$ cat config.mk
export PLATFORM = sky130hd
export DESIGN_NAME = instr_decode_stage
export DESIGN_NICKNAME = d
export VERILOG_FILES = /design/src/rtl/instr_decode_stage.sv
export SDC_FILE = /design/constraint.sdc
export NUM_CORES = 1
export LEC_CHECK = 0
export ABC_CLOCK_PERIOD_IN_PS = 2500
export BUFFER_PORTS_ARGS = -buffer_cell sky130_fd_sc_hd__buf_4
export CORE_MARGIN = 2
export CORE_UTILIZATION = 47
export DETAILED_ROUTE_END_ITERATION = 8
export GPL_ROUTABILITY_DRIVEN = 1
export PLACE_DENSITY = 0.73
export RECOVER_POWER = 100
export SETUP_SLACK_MARGIN = 0.1
export SYNTH_ARGS = -nofsm -noshare
export SYNTH_HDL_FRONTEND = slang
export SYNTH_SLANG_ARGS = --single-unit
$ cat constraint.sdc
create_clock -name clk -period 2.5 [get_ports clk]
set_clock_uncertainty 0.15 [all_clocks]
set_input_delay 0.125 -clock clk [delete_from_list [all_inputs] [get_ports clk]]
set_output_delay 0.125 -clock clk [all_outputs]
set_load 0.02 [all_outputs]
$ cat src/rtl/instr_decode_stage.sv
// Decode pipeline stage with a two-entry skid buffer.
// Fetch hands over 32-bit instructions on a valid/ready handshake. Each instruction
// is decoded combinationally on the way in, and the decoded bundle is stored in a
// main or a skid register. All outputs are taken from the main register, and
// if_ready is itself a register, so execute stalls never reach fetch combinationally.
module instr_decode_stage #(
  parameter int DataSize = 32,
  parameter int AddrSize = 5
) (
  input  logic                clk,
  input  logic                rst,
  input  logic                flush,
  input  logic                if_valid,
  output logic                if_ready,
  input  logic [DataSize-1:0] if_instr,
  output logic                id_valid,
  input  logic                id_ready,
  output logic [4:0]          imm_5bit,
  output logic [14:0]         imm_15bit,
  output logic [19:0]         imm_20bit,
  output logic [1:0]          mux4to1_select,
  output logic [AddrSize-1:0] rt_addr,
  output logic [AddrSize-1:0] ra_addr,
  output logic [AddrSize-1:0] rb_addr,
  output logic                use_imm,
  output logic [4:0]          alu_op,
  output logic                illegal
);

  typedef struct packed {
    logic [4:0]          imm5;
    logic [14:0]         imm15;
    logic [19:0]         imm20;
    logic [1:0]          sel;
    logic [AddrSize-1:0] rt;
    logic [AddrSize-1:0] ra;
    logic [AddrSize-1:0] rb;
    logic                use_imm;
    logic [4:0]          alu_op;
    logic                illegal;
  } bundle_t;

  // The enum value is the number of buffered instructions.
  typedef enum logic [1:0] {EMPTY, ONE, TWO} state_t;

  state_t  state, state_next;
  bundle_t dec, main_q, skid_q;
  logic    accept, consume;
  logic    load_main, load_skid, skid_to_main;
  logic [5:0] opcode;

  assign opcode  = if_instr[30:25];
  assign id_valid = (state != EMPTY);
  assign accept  = if_valid && if_ready;
  assign consume = id_valid && id_ready;

  // Decode the incoming fetch word into a bundle. Field slices pass through even for illegal opcodes.
  always_comb begin
    dec         = '0;
    dec.imm5    = if_instr[14:10];
    dec.imm15   = if_instr[14:0];
    dec.imm20   = if_instr[19:0];
    dec.rt      = if_instr[24:20];
    dec.ra      = if_instr[19:15];
    dec.rb      = if_instr[14:10];
    dec.illegal = 1'b0;
    if (if_instr[31]) begin
      dec.illegal = 1'b1;
    end else begin
      case (opcode)
        6'b100000: begin
          dec.alu_op  = if_instr[4:0];
          dec.use_imm = (if_instr[4:0] == 5'b01000) || (if_instr[4:0] == 5'b01001) ||
                        (if_instr[4:0] == 5'b01011);
        end
        6'b101000: begin dec.sel = 2'b01; dec.use_imm = 1'b1; dec.alu_op = 5'b00000; end
        6'b101100: begin dec.sel = 2'b10; dec.use_imm = 1'b1; dec.alu_op = 5'b00100; end
        6'b101011: begin dec.sel = 2'b10; dec.use_imm = 1'b1; dec.alu_op = 5'b00011; end
        6'b100010: begin dec.sel = 2'b11; dec.use_imm = 1'b1; dec.alu_op = 5'b11111; end
        default:   dec.illegal = 1'b1;
      endcase
    end
  end

  // Work out the next occupancy and which buffer register to load. Flush overrides everything.
  always_comb begin
    state_next   = state;
    load_main    = 1'b0;
    load_skid    = 1'b0;
    skid_to_main = 1'b0;
    if (flush) begin
      state_next = EMPTY;
    end else begin
      case (state)
        EMPTY: if (accept) begin state_next = ONE; load_main = 1'b1; end
        ONE: begin
          if (accept && consume)  load_main = 1'b1;
          else if (accept)        begin state_next = TWO; load_skid = 1'b1; end
          else if (consume)       state_next = EMPTY;
        end
        TWO: if (consume) begin state_next = ONE; skid_to_main = 1'b1; end
        default: state_next = EMPTY;
      endcase
    end
  end

  // Occupancy register, and a registered ready that is low only when both entries are full.
  always_ff @(posedge clk or negedge rst) begin
    if (!rst) begin
      state    <= EMPTY;
      if_ready <= 1'b1;
    end else begin
      state    <= state_next;
      if_ready <= (state_next != TWO);
    end
  end

  // Main and skid bundle registers. Main is the only one visible on the outputs.
  always_ff @(posedge clk or negedge rst) begin
    if (!rst) begin
      main_q <= '0;
      skid_q <= '0;
    end else begin
      if (load_main)         main_q <= dec;
      else if (skid_to_main) main_q <= skid_q;
      if (load_skid)         skid_q <= dec;
    end
  end

  assign imm_5bit       = main_q.imm5;
  assign imm_15bit      = main_q.imm15;
  assign imm_20bit      = main_q.imm20;
  assign mux4to1_select = main_q.sel;
  assign rt_addr        = main_q.rt;
  assign ra_addr        = main_q.ra;
  assign rb_addr        = main_q.rb;
  assign use_imm        = main_q.use_imm;
  assign alu_op         = main_q.alu_op;
  assign illegal        = main_q.illegal;

endmodule

**Yosys cells after proc, flatten, opt, wreduce, memory -nomap -nowiden**

Index checks and enable logic that the tools add are counted.

- Flip-flop bits (word level): 126
- Logic and storage cells: 67
- Bits of input ports: 37
- Output and inout port bits: 66

- Multiplexer cells: 25
- Equality and inequality tests: 11
- Reduce and logical (&&, ||, !) cells: 10

Operators with widths:

| kind | count |
|---|---|
| $mux 64 | 2 |
| $eq 6x6->1 const B | 5 |
| $pmux 6 s5 | 1 |
| $eq 5x4->1 const B | 3 |
| $mux 2 | 7 |
| $pmux 2 s3 | 2 |
| $mux 1 | 11 |
| $mux 6 | 1 |
| $reduce_or 5->1 | 1 |
| $reduce_bool 2->1 | 2 |
| $logic_and 1x1->1 | 3 |
| $eq 2x1->1 const B | 1 |
| $eq 2x2->1 const B | 1 |
| $logic_not 2->1 | 1 |
| $logic_or 1x1->1 | 2 |
| $ne 2x2->1 const B | 1 |
| $pmux 1 s2 | 1 |
| $reduce_or 2->1 | 1 |

**Longest topological paths before layout**

Gate-level depths: netlist of run 1.

- Depth in word-level cells: 8
- Gate-level depth with buffers: 6
- Depth with buffers taken out: 4

**Worst setup path before layout of run 1**

Ideal clock, no wire load.

- Path type: register -> register
- Start point: register if_ready
- End point: register skid_q[17] (netlist name)
- Data required time: 2.225 ns
- Setup time: 0.125 ns
- Buffers on the path: 2
- Cell stages (with the launch flop): 6
- Arrival: 1.734 ns
- Period minus slack after synthesis: 2.009 ns
- Path slack: 0.491 ns
- Path through: dfstp_2 > nand2_1 > or4b_1 > buf_2 > buf_6 > mux2_4

- Word-level cells in the longest chain between the ends: 5
- Elaborated cells on any way between the ends: 6
- Those cells by class: mux (4); reduce/logical (2)

RTL lines:

| item | line | source |
|---|---|---|
| from (decl) | 14 | `output logic if_ready,` |
| from (signal assigned) | 114 | `if_ready <= (state_next != TWO);` |
| $logic_and 1x1->1 (*) | 54 | `assign accept = if_valid && if_ready;` |
| $mux 1 / $logic_and 1x1->1 (equally long branches) | 98, 97 |  |
| $mux 1 (*) | 97 | `if (accept && consume) load_main = 1'b1;` |
| $mux 1 (*) | 94 | `case (state)` |
| $mux 1 (*) | 91 | `if (flush) begin` |
| to (signal assigned) | 122 | `skid_q <= '0;` |
| to (signal assigned) | 126 | `if (load_skid) skid_q <= dec;` |
| to (decl) | 47 | `bundle_t dec, main_q, skid_q;` |

Mark *: on every way between the ends. The rest lies on a longest branch, timed or not.
A chain may end at the register's enable or synchronous reset.

**Worst setup path after layout of run 1**

- Start point: input port flush
- End point: register main_q, in the netlist imm_15bit[1]

- Word-level cells in the longest chain between the ends: 2
- Elaborated cells on any way between the ends: 4
- Those cells by class: mux (3); reduce/logical (1)

RTL lines:

| item | line | source |
|---|---|---|
| from (decl) | 12 | `input logic flush,` |
| $mux 1 | 91 |  |
| $mux 64 / $reduce_bool 2->1 (equally long branches) | n/a |  |
| to (signal assigned) | 125 | `else if (skid_to_main) main_q <= skid_q;` |
| to (decl) | 47 |  |

Parallel ways exist; a longest one is shown, timed or not.

==> results.py, run 1 <==
metrics = {
    "timing": {
        "relSlewSlack_pct": -14.4,
        "fmax_mhz": 454,
        "rsz0062_at_grt": "false",
        "slew_viol_final": 72,
        "whs_ns": 0.0318,
        "post-route-period-util_pct": 88.2,
        "worstMarginPinSlew_ns": 1.72,
        "timing.final.crit_period_ns": 2.20,
        "finalSetupTns_ns": 0,
        "setup_violations": 0,
        "final_hold_viol_count": 0,
    },
    "power": {
        "p_leak_nw": 1.86,
        "vdd_drop_max_mv": 0.270,
        "powerDensity_nw_per_um2": 753,
    },
    "cells_and_area": {
        "multiInputGateArea_um2": 1320,
        "fin_cells": 514,
        "final_common_cell": "dfrtp_1",
        "seqCellArea_um2": 1780,
        "num-nets-final": 447,
        "final_cell_mix": "dfrtp_1 (70), clkbuf_1 (69), nand2_1 (39), buf_4 (34), mux2_1 (32)",
        "fill_cells": 710,
        "syn_to_final_growth_pct": 21.9,
        "drive_gt1_share_pct": 14.5,
        "num_antenna_cells": 0,
    },
    "setup_path": {
        "cp_slowest_stage_delay_ns": 0.68,
        "path_cells": "dlygate4sd3_1 -> buf_4 -> and4bb_2 -> clkbuf_1 -> mux2i_1 -> o21ai_0",
        "cp_max_fo": 20,
        "crit_type": "in -> reg",
        "slowest_stage": "and4bb_2",
        "critPathRequiredTime_ns": 2.54,
        "ff2ff_setup_slack_ns": 0.33,
        "crit_path_end_kind": "flip-flop",
        "cp.arrival_ns": 2.24,
        "start_kind": "input pin",
    },
    "synth": {
        "avgSynthCellArea_um2": 11.4,
        "ys_ff_latch": 71,
        "synth_edf_count": 0,
        "postSynthNetCount": 348,
        "ys_async_sr_fraction_pct": 100,
        "yosysSeqAreaShare_pct": 50.2,
        "yosys_warnings": 0,
        "syn_area_um2": 3540,
        "ys.flop_type": "dfrtp_1",
        "yosysUniqueCellTypes": 39,
        "syn-instance-count": 311,
    },
    "clock_network": {
        "numCtsBuffers": 9,
        "cts_hold_buf": 31,
        "postCtsSetupRepairBufs": 0,
        "clk_pin_slew_ns": 0.08,
        "cts.path.max_buffers": 2,
        "clock-sinks": 71,
        "ctsHtreeMaxLevel": 3,
        "tritoncts": "yes",
        "ctsResizeCount": 0,
        "clk_latency_ns": 0.34,
        "cts_root_buf": "clkbuf_8",
    },
    "global_routing": {
        "use_met1_pct": 25.1,
        "grt-ovfl-total": 0,
        "grt_util_met2_pct": 28.1,
        "busiest_layer": "met2",
        "use_met3_pct": 5.01,
        "grt_pass1_vias": 2514,
        "grt_pass1_wl_um": 12100,
        "track_usage_pct": 18.1,
        "grt_start_max_net_pins": 72,
        "antenna_found_initial": 0,
    },
    "min_path": {
        "min_path_type": "in -> reg",
    },
    "floorplan": {
        "coreArea_um2": 7290,
        "floorplan.initialDensity_pct": 48.6,
        "fp.dieW_um": 90.8,
        "rows": 31,
        "die_y_um": 90.8,
        "io_pins": 103,
        "die-area_um2": 8240,
    },
    "detailed_routing": {
        "routedWlPerCell_um": 14.1,
        "ant_nets": 0,
        "initialDrtViolationCount": 148,
        "drt-total-wl_um": 7260,
        "drt-pass1-iter-count": 4,
        "vias": 2583,
        "drc": 0,
        "via_per_inst": 5.03,
    },
    "run_status": {
        "status": "complete, but fails checks",
        "violations": "max-capacitance violations, max-slew violations",
    },
    "placed_design": {
        "hpwl_um": 4530,
        "gp_congestion": 0.743,
        "port_buffers": 102,
        "dp.cells": 467,
    },
    "run": {
        "maxCapViolCount": 1,
    },
}
-- stage by stage --
step / util, % / worst slack, ns / power, mW / instance area (µm²)
6_report: 59.2 / 0.295 / 3.25 / 4320
5_1_grt: 59.2 / 0.146 / 3.42 / 4320
4_1_cts: 64.4 / 0.328 / 3.54 / 4700
3_5_place_dp: 57.2 / 0.373 / 2.48 / 4170
3_3_place_gp: 57.2 / 0.392 / 2.46 / 4170
2_1_floorplan: - / 0.491 / 2.19 / 3540
-- synthesized netlist by cell type (3+ instances only) --
master / number / area [µm²]
a21o_1: 3 / 22.5
buf_1: 4 / 15.0
buf_2: 6 / 30.0
buf_4: 30 / 225
buf_6: 3 / 33.8
clkbuf_1: 7 / 26.3
dfrtp_1: 70 / 1750
inv_1: 3 / 11.3
mux2_1: 4 / 45.0
mux2_4: 28 / 420
mux2i_1: 28 / 280
nand2_1: 39 / 146
nand2b_1: 3 / 18.8
nand3b_1: 3 / 22.5
nor2_1: 8 / 30.0
nor3_1: 4 / 20.0
o21ai_1: 35 / 175
-- where the power goes --
group          switching, mW  leakage (nW)  total, mW  internal, mW
Sequential             0.139         0.901       1.50          1.36
Combinational          0.458         0.852      0.735         0.277
Clock                  0.449         0.110       1.01         0.563
-- critical path, delay by kind of cell --
kind / cells / cell delay, ns
compound gates: 1 / 0.10
simple gates: 1 / 0.68
mux: 1 / 0.22
buf+inv: 3 / 1.10
-- state kept, by name, indices dropped and copies added (netlist names) --
register / count
alu_op: 5
if_ready: 1
illegal: 1
imm_15bit: 10
imm_20bit: 6
imm_5bit: 4
mux4to1_select: 2
rt_addr: 5
skid_q: 34
state: 2
use_imm: 1
-- kinds of logic after synthesis --
family                    Yosys count  share of synthesized area [%]
buffers and inverters              53                           9.65
DFF                                71                           50.2
and+or+nand+nor                    69                           9.33
muxes                              60                           21.1
xor gates and xnor gates            3                          0.742
AOI/OAI and AO/OA                  55                           9.01
-- area by class of cell --
class | instances | share of cell area [%]
clock inverter | 7 | 2.20
tap | 99 | 2.87
clock buffer | 9 | 2.87
sequential | 71 | 41.2
inverter | 3 | 0.261
multi-input combinational | 187 | 30.6
timing repair buffer | 138 | 20.0
-- worst paths after layout --
kind,depth (start not counted),to,startpoint
min in group asynchronous,2,skid_q[41]$_DFFE_PN0P_,rst
max in group asynchronous,2,state[1]$_DFF_PN0_,rst
hold reg to reg,2,skid_q[6]$_DFFE_PN0P_,skid_q[6]$_DFFE_PN0P_
setup reg to reg,4,imm_15bit[1]$_DFFE_PN0P_,state[1]$_DFF_PN0_
hold / removal,3,alu_op[4]$_DFFE_PN0P_,if_instr[26]
setup / recovery,6,imm_15bit[1]$_DFFE_PN0P_,flush
-- routing by layer --
| layer | wire length (µm) | part of all wire, % |
|---|---|---|
| met3 | 495 | 6.8 |
| met4 | 69 | 0.95 |
| met2 | 3270 | 45 |
| met1 | 3420 | 47 |
| met5 | 0 | 0 |
(Power assumes the default switching activity.)
==> run 2: changes to the inputs <==
ABC_CLOCK_PERIOD_IN_PS = unset   (was 2500)
CORE_UTILIZATION = 52   (was 47)
PLACE_DENSITY = 0.8   (was 0.73)
==> run 2 against run 1 <==
  * The flow still finishes with violations (max-capacitance violations, max-slew violations)
  * Cell area shrank 0.15%
  * Power fell by 0.31%
  * Die area down 9.2%
  * Largest power group unchanged
==> results.py, run 2 (synthesis gave the netlist of run 1 again) <==
metrics = {
    "run_status": {
        "status": "complete, but fails checks",
        "violations": "max-capacitance violations, max-slew violations",
    },
    "placed_design": {
        "dp.cells": 446,
        "hpwl_um": 4670,
        "dp_slack_ns": 0.357,
        "port_buffers": 102,
        "gp_congestion": 0.889,
    },
    "detailed_routing": {
        "vias": 2561,
        "via_per_inst": 5.19,
        "drt-pass1-iter-count": 5,
        "initialDrtViolationCount": 92,
        "drc": 0,
        "routedWlPerCell_um": 14.8,
        "drt-total-wl_um": 7310,
        "ant_nets": 0,
    },
    "setup_path": {
        "cp-endpoint": "skid_q[50]$_DFFE_PN0P_",
        "crit_start": "id_ready",
        "reg2reg_depth": 4,
        "cp_max_fo": 40,
        "rr_endpoint": "skid_q[50]$_DFFE_PN0P_",
        "cp.arrival_ns": 2.36,
        "critPathRequiredTime_ns": 2.57,
        "crit_path_end_kind": "flip-flop",
        "crit_type": "in -> reg",
        "ff2ff_setup_slack_ns": 0.27,
        "rr_startpoint": "if_ready$_DFF_PN1_",
        "start_kind": "input pin",
    },
    "cells_and_area": {
        "num-nets-final": 445,
        "largest_reg_flops": 34,
        "largest_register": "skid_q",
        "final_util_pct": 64.5,
        "fill_cells": 599,
        "num_antenna_cells": 0,
        "final_cell_mix": "dfrtp_1 (70), clkbuf_1 (67), nand2_1 (39), buf_4 (35), dlygate4sd3_1 (31)",
        "final_common_cell": "dfrtp_1",
        "fin_cells": 493,
        "drive_gt1_share_pct": 15.5,
        "syn_to_final_growth_pct": 21.7,
    },
    "clock_network": {
        "clk_latency_ns": 0.35,
        "numCtsBuffers": 9,
        "ctsResizeCount": 0,
        "clk_pin_slew_ns": 0.08,
        "clock-sinks": 71,
        "tritoncts": "yes",
        "cts.path.max_buffers": 2,
        "cts_root_buf": "clkbuf_8",
        "ctsHtreeMaxLevel": 3,
    },
    "power": {
        "clockPowerShare_pct": 30.4,
        "p_seq_share_pct": 46.5,
        "p_leak_nw": 1.88,
        "p_sw_share_pct": 32.1,
        "powerDensity_nw_per_um2": 752,
        "finalPower_mw": 3.24,
        "vdd_drop_max_mv": 0.428,
        "power_frac_comb_pct": 23.1,
        "p_sw_mw": 1.04,
        "internal_power_mw": 2.20,
    },
    "global_routing": {
        "grt_pass1_vias": 2586,
        "track_usage_pct": 20.6,
        "antenna_found_initial": 0,
        "grt_pass1_wl_um": 12000,
        "grt_start_max_net_pins": 72,
        "grt-ovfl-total": 0,
    },
    "timing": {
        "final_hold_viol_count": 0,
        "relSlewSlack_pct": -14.6,
        "post-route-period-util_pct": 91.2,
        "worstMarginPinSlew_ns": 1.72,
        "setup_violations": 0,
        "finalSetupTns_ns": 0,
        "fmax_mhz": 438,
        "timing.final.crit_period_ns": 2.28,
        "rsz0062_at_grt": "false",
        "setup_slack_ns": 0.219,
        "slew_viol_final": 72,
    },
    "floorplan": {
        "coreArea_um2": 6680,
        "die_y_um": 86.5,
        "die-area_um2": 7490,
        "fp.dieW_um": 86.5,
        "rows": 30,
        "io_pins": 103,
        "floorplan.initialDensity_pct": 53.0,
    },
    "min_path": {
        "min_path_type": "in -> reg",
    },
    "run": {
        "maxCapViolCount": 1,
    },
}
==> run 2: changes by cell type in the layout (fill, tap and decap cells not counted), sizes merged <==
cell	before	now
buf	35	37
bufinv	2	1
clkbuf	81	80
clkinv	3	1
==> run 2: how the worst min path moves through the flow <==
| stage | startpoint | to | slack [ns] | cells past startpoint |
|---|---|---|---|---|
| after floorplan | rst | alu_op[0]$_DFFE_PN0P_ | -0.32 | 0 |
| after global routing | if_instr[26] | alu_op[4]$_DFFE_PN0P_ | 0.06 | 3 |
| after global placement | rst | rt_addr[1]$_DFFE_PN0P_ | 0.15 | 1 |
| final | if_instr[26] | skid_q[5]$_DFFE_PN0P_ | 0.03 | 3 |
| after detailed placement | rst | state[1]$_DFF_PN0_ | 0.15 | 1 |
| after CTS | if_instr[26] | alu_op[4]$_DFFE_PN0P_ | 0.006 | 3 |
==> run 2: per-layer routing <==
| layer | up-vias | part of all wire (%) | global-route usage [%] | routed length, µm |
|---|---|---|---|---|
| met5 | - | 0 | 0 | 0 |
| met4 | 0 | 1.7 | 7.81 | 123 |
| met3 | 14 | 4.9 | 5.33 | 357 |
| met2 | 72 | 48 | 34.1 | 3530 |
| met1 | 1234 | 45 | 26.0 | 3300 |
| li1 | 1241 | - | - | - |
==> run 2: cell type report <==
class	count	area, µm²	share of cell area [%]
timing repair buffer	136	870	20.2
clock buffer	12	165	3.83
clock inverter	4	51.3	1.19
tap	80	100	2.32
inverter	3	11.3	0.261
multi-input combinational	187	1340	31.0
sequential	71	1780	41.2
==> run 2: per-stage QoR <==
stage,cell area [µm²],hold slack [ns]
floorplan,3540,-0.321
global placement,4140,0.154
detailed placement,4140,0.155
CTS,4670,0.00619
global route,4310,0.0641
finish,4310,0.0336
==> run 2: worst max-delay path: stages <==
cell	delay [ns]
dlygate4sd3_1	0.53
clkbuf_1	0.14
and2b_1	0.27
or4b_2	0.59
buf_4	0.32
mux2_1	0.37
==> run 2: repair_timing <==
| item | CTS | global route |
|---|---|---|
| hold buffers | 31 | 0 |
| setup buffers | 0 | 0 |
| endpoints found under the hold margin | 133 | 0 |
==> run 2: power groups by stage <==
stage	clock network, mW	logic [mW]	registers, mW
final	0.984	0.750	1.51
after global routing	1.05	0.810	1.53
after CTS	1.01	0.999	1.52
after detailed placement	0	0.960	1.53
after global placement	0	0.935	1.52
after floorplan	0	0.591	1.60
==> run 3: changes to the inputs <==
CORE_UTILIZATION = 45   (was 52)
PLACE_DENSITY = 0.71   (was 0.8)
SLEW_MARGIN = 20   (was unset)
==> run 3 against run 2 <==
  * Non-clock buffer count increased by 2
  * The flow still finishes with violations (max-capacitance violations, max-slew violations)
  * Global-route usage decreased by 2.6 points
  * Count of clock-buffer cells in the layout decreased by 2
  * Highest routed layer unchanged
  * Routed wire length increased by 2.9%
  * Die area increased by 15%
  * Final cell count increased by 4.9%
==> results.py, run 3 (synthesis gave the netlist of run 1 again) <==
metrics = {
    "cells_and_area": {
        "num-nets-final": 447,
        "num_antenna_cells": 0,
        "largest_register": "skid_q",
        "final_util_pct": 56.1,
        "fin_cells": 517,
        "final_common_cell": "dfrtp_1",
        "fill_cells": 778,
        "final_cell_mix": "dfrtp_1 (70), clkbuf_1 (69), nand2_1 (39), buf_4 (36), mux2_1 (32)",
        "largest_reg_flops": 34,
        "syn_to_final_growth_pct": 21.7,
        "drive_gt1_share_pct": 14.5,
    },
    "clock_network": {
        "ctsHtreeMaxLevel": 3,
        "tritoncts": "yes",
        "cts_root_buf": "clkbuf_8",
        "numCtsBuffers": 9,
        "clk_pin_slew_ns": 0.08,
        "postCtsSetupRepairBufs": 0,
        "clock-sinks": 71,
        "cts.path.max_buffers": 2,
        "clk_latency_ns": 0.35,
    },
    "power": {
        "finalPower_mw": 3.20,
        "p_sw_share_pct": 33.2,
        "vdd_drop_max_mv": 0.301,
        "power_frac_comb_pct": 23.1,
        "internal_power_mw": 2.13,
        "clockPowerShare_pct": 29.7,
        "p_sw_mw": 1.06,
        "powerDensity_nw_per_um2": 741,
        "p_leak_nw": 1.85,
        "p_seq_share_pct": 47.2,
    },
    "global_routing": {
        "antenna_found_initial": 0,
        "grt_start_max_net_pins": 72,
        "grt_pass1_vias": 2492,
        "grt-ovfl-total": 0,
        "track_usage_pct": 18.0,
        "grt_pass1_wl_um": 12200,
    },
    "timing": {
        "post-route-period-util_pct": 89.2,
        "setup_violations": 0,
        "rsz0062_at_grt": "false",
        "timing.final.crit_period_ns": 2.23,
        "slew_viol_final": 72,
        "worstMarginPinSlew_ns": 1.79,
        "finalSetupTns_ns": 0,
        "fmax_mhz": 449,
        "final_hold_viol_count": 0,
        "relSlewSlack_pct": -19.1,
        "whs_ns": 0.0354,
    },
    "floorplan": {
        "floorplan.initialDensity_pct": 46.1,
        "die-area_um2": 8590,
        "io_pins": 103,
        "rows": 32,
        "die_y_um": 92.7,
        "fp.dieW_um": 92.7,
        "coreArea_um2": 7690,
    },
    "placed_design": {
        "hpwl_um": 4800,
        "port_buffers": 102,
        "dp.cells": 470,
        "gp_congestion": 0.818,
    },
    "setup_path": {
        "start_kind": "input pin",
        "critPathRequiredTime_ns": 2.57,
        "cp.arrival_ns": 2.30,
        "crit_type": "in -> reg",
        "cp_max_fo": 20,
        "crit_path_end_kind": "flip-flop",
    },
    "detailed_routing": {
        "vias": 2534,
        "drt-pass1-iter-count": 4,
        "routedWlPerCell_um": 14.5,
        "initialDrtViolationCount": 84,
        "drc": 0,
        "ant_nets": 0,
        "via_per_inst": 4.90,
        "drt-total-wl_um": 7520,
    },
    "min_path": {
        "min_path_type": "in -> reg",
    },
    "run": {
        "maxCapViolCount": 1,
    },
    "run_status": {
        "status": "complete, but fails checks",
        "violations": "max-capacitance violations, max-slew violations",
    },
}
-- run 3: cell types whose count changed in the layout (fill, tap and decap cells not counted), moves of 2 or more --
cell,previous run,this run
mux2_1,27,32
mux2_4,5,0
clkinvlp_4,1,4
clkbuf_1,67,69
clkbuf_8,12,10
-- run 3: timing repair --
action                                 in CTS  in global routing
endpoints found under the hold margin     133                  0
resized for setup                           0                  0
hold buffers                               31                  0
-- run 3: through the flow --
step	worst slack, ns	instance area (µm²)
after floorplan	0.491	3540
after global placement	0.389	4160
after detailed placement	0.359	4160
after CTS	0.319	4680
after global routing	0.121	4310
final	0.270	4310
-- run 3: worst max-delay path, stage by stage --
cell and delay [ns]:
dlygate4sd3_1 0.54, clkbuf_1 0.18, and4bb_2 0.73, clkbuf_1 0.39, mux2i_1 0.24, o21ai_0 0.09
-- run 3: layout make-up --
class | instances | area (µm²) | area share (%)
Timing Repair Buffer | 138 | 865 | 20.1
Multi-Input combinational cell | 187 | 1320 | 30.7
Sequential cell | 71 | 1780 | 41.2
Clock buffer | 10 | 138 | 3.19
Clock inverter | 6 | 68.8 | 1.60
Inverter | 3 | 11.3 | 0.261
Tap cell | 102 | 128 | 2.96
-- run 3: worst paths after layout --
kind | startpoint | endpoint | slack [ns] | cells past startpoint
worst min register to register | skid_q[6]$_DFFE_PN0P_ | skid_q[6]$_DFFE_PN0P_ | 0.33 | 2
worst min-delay path | if_instr[26] | alu_op[4]$_DFFE_PN0P_ | 0.04 | 3
min in group asynchronous | rst | state[1]$_DFF_PN0_ | 0.64 | 2
worst max register to register | if_ready$_DFF_PN1_ | skid_q[48]$_DFFE_PN0P_ | 0.34 | 4
max in group asynchronous | rst | imm_15bit[7]$_DFFE_PN0P_ | 0.51 | 2
worst max-delay path | flush | imm_15bit[6]$_DFFE_PN0P_ | 0.27 | 6
-- run 3: routing by layer --
| metal | wire length [µm] | up-vias | GRT usage [%] |
|---|---|---|---|
| met3 | 401 | 9 | 3.09 |
| met4 | 70 | 0 | 7.60 |
| met1 | 3590 | 1206 | 25.0 |
| met2 | 3460 | 74 | 27.9 |
| li1 | - | 1245 | - |
| met5 | 0 | - | 0 |
-- run 3: power groups by stage --
stage          combinational (mW)  clock (mW)  sequential [mW]
3_5_place_dp                0.957           0             1.53
5_1_grt                     0.802        1.02             1.54
4_1_cts                     0.996       0.974             1.52
2_1_floorplan               0.591           0             1.60
6_report                    0.738       0.949             1.51
3_3_place_gp                0.935           0             1.53
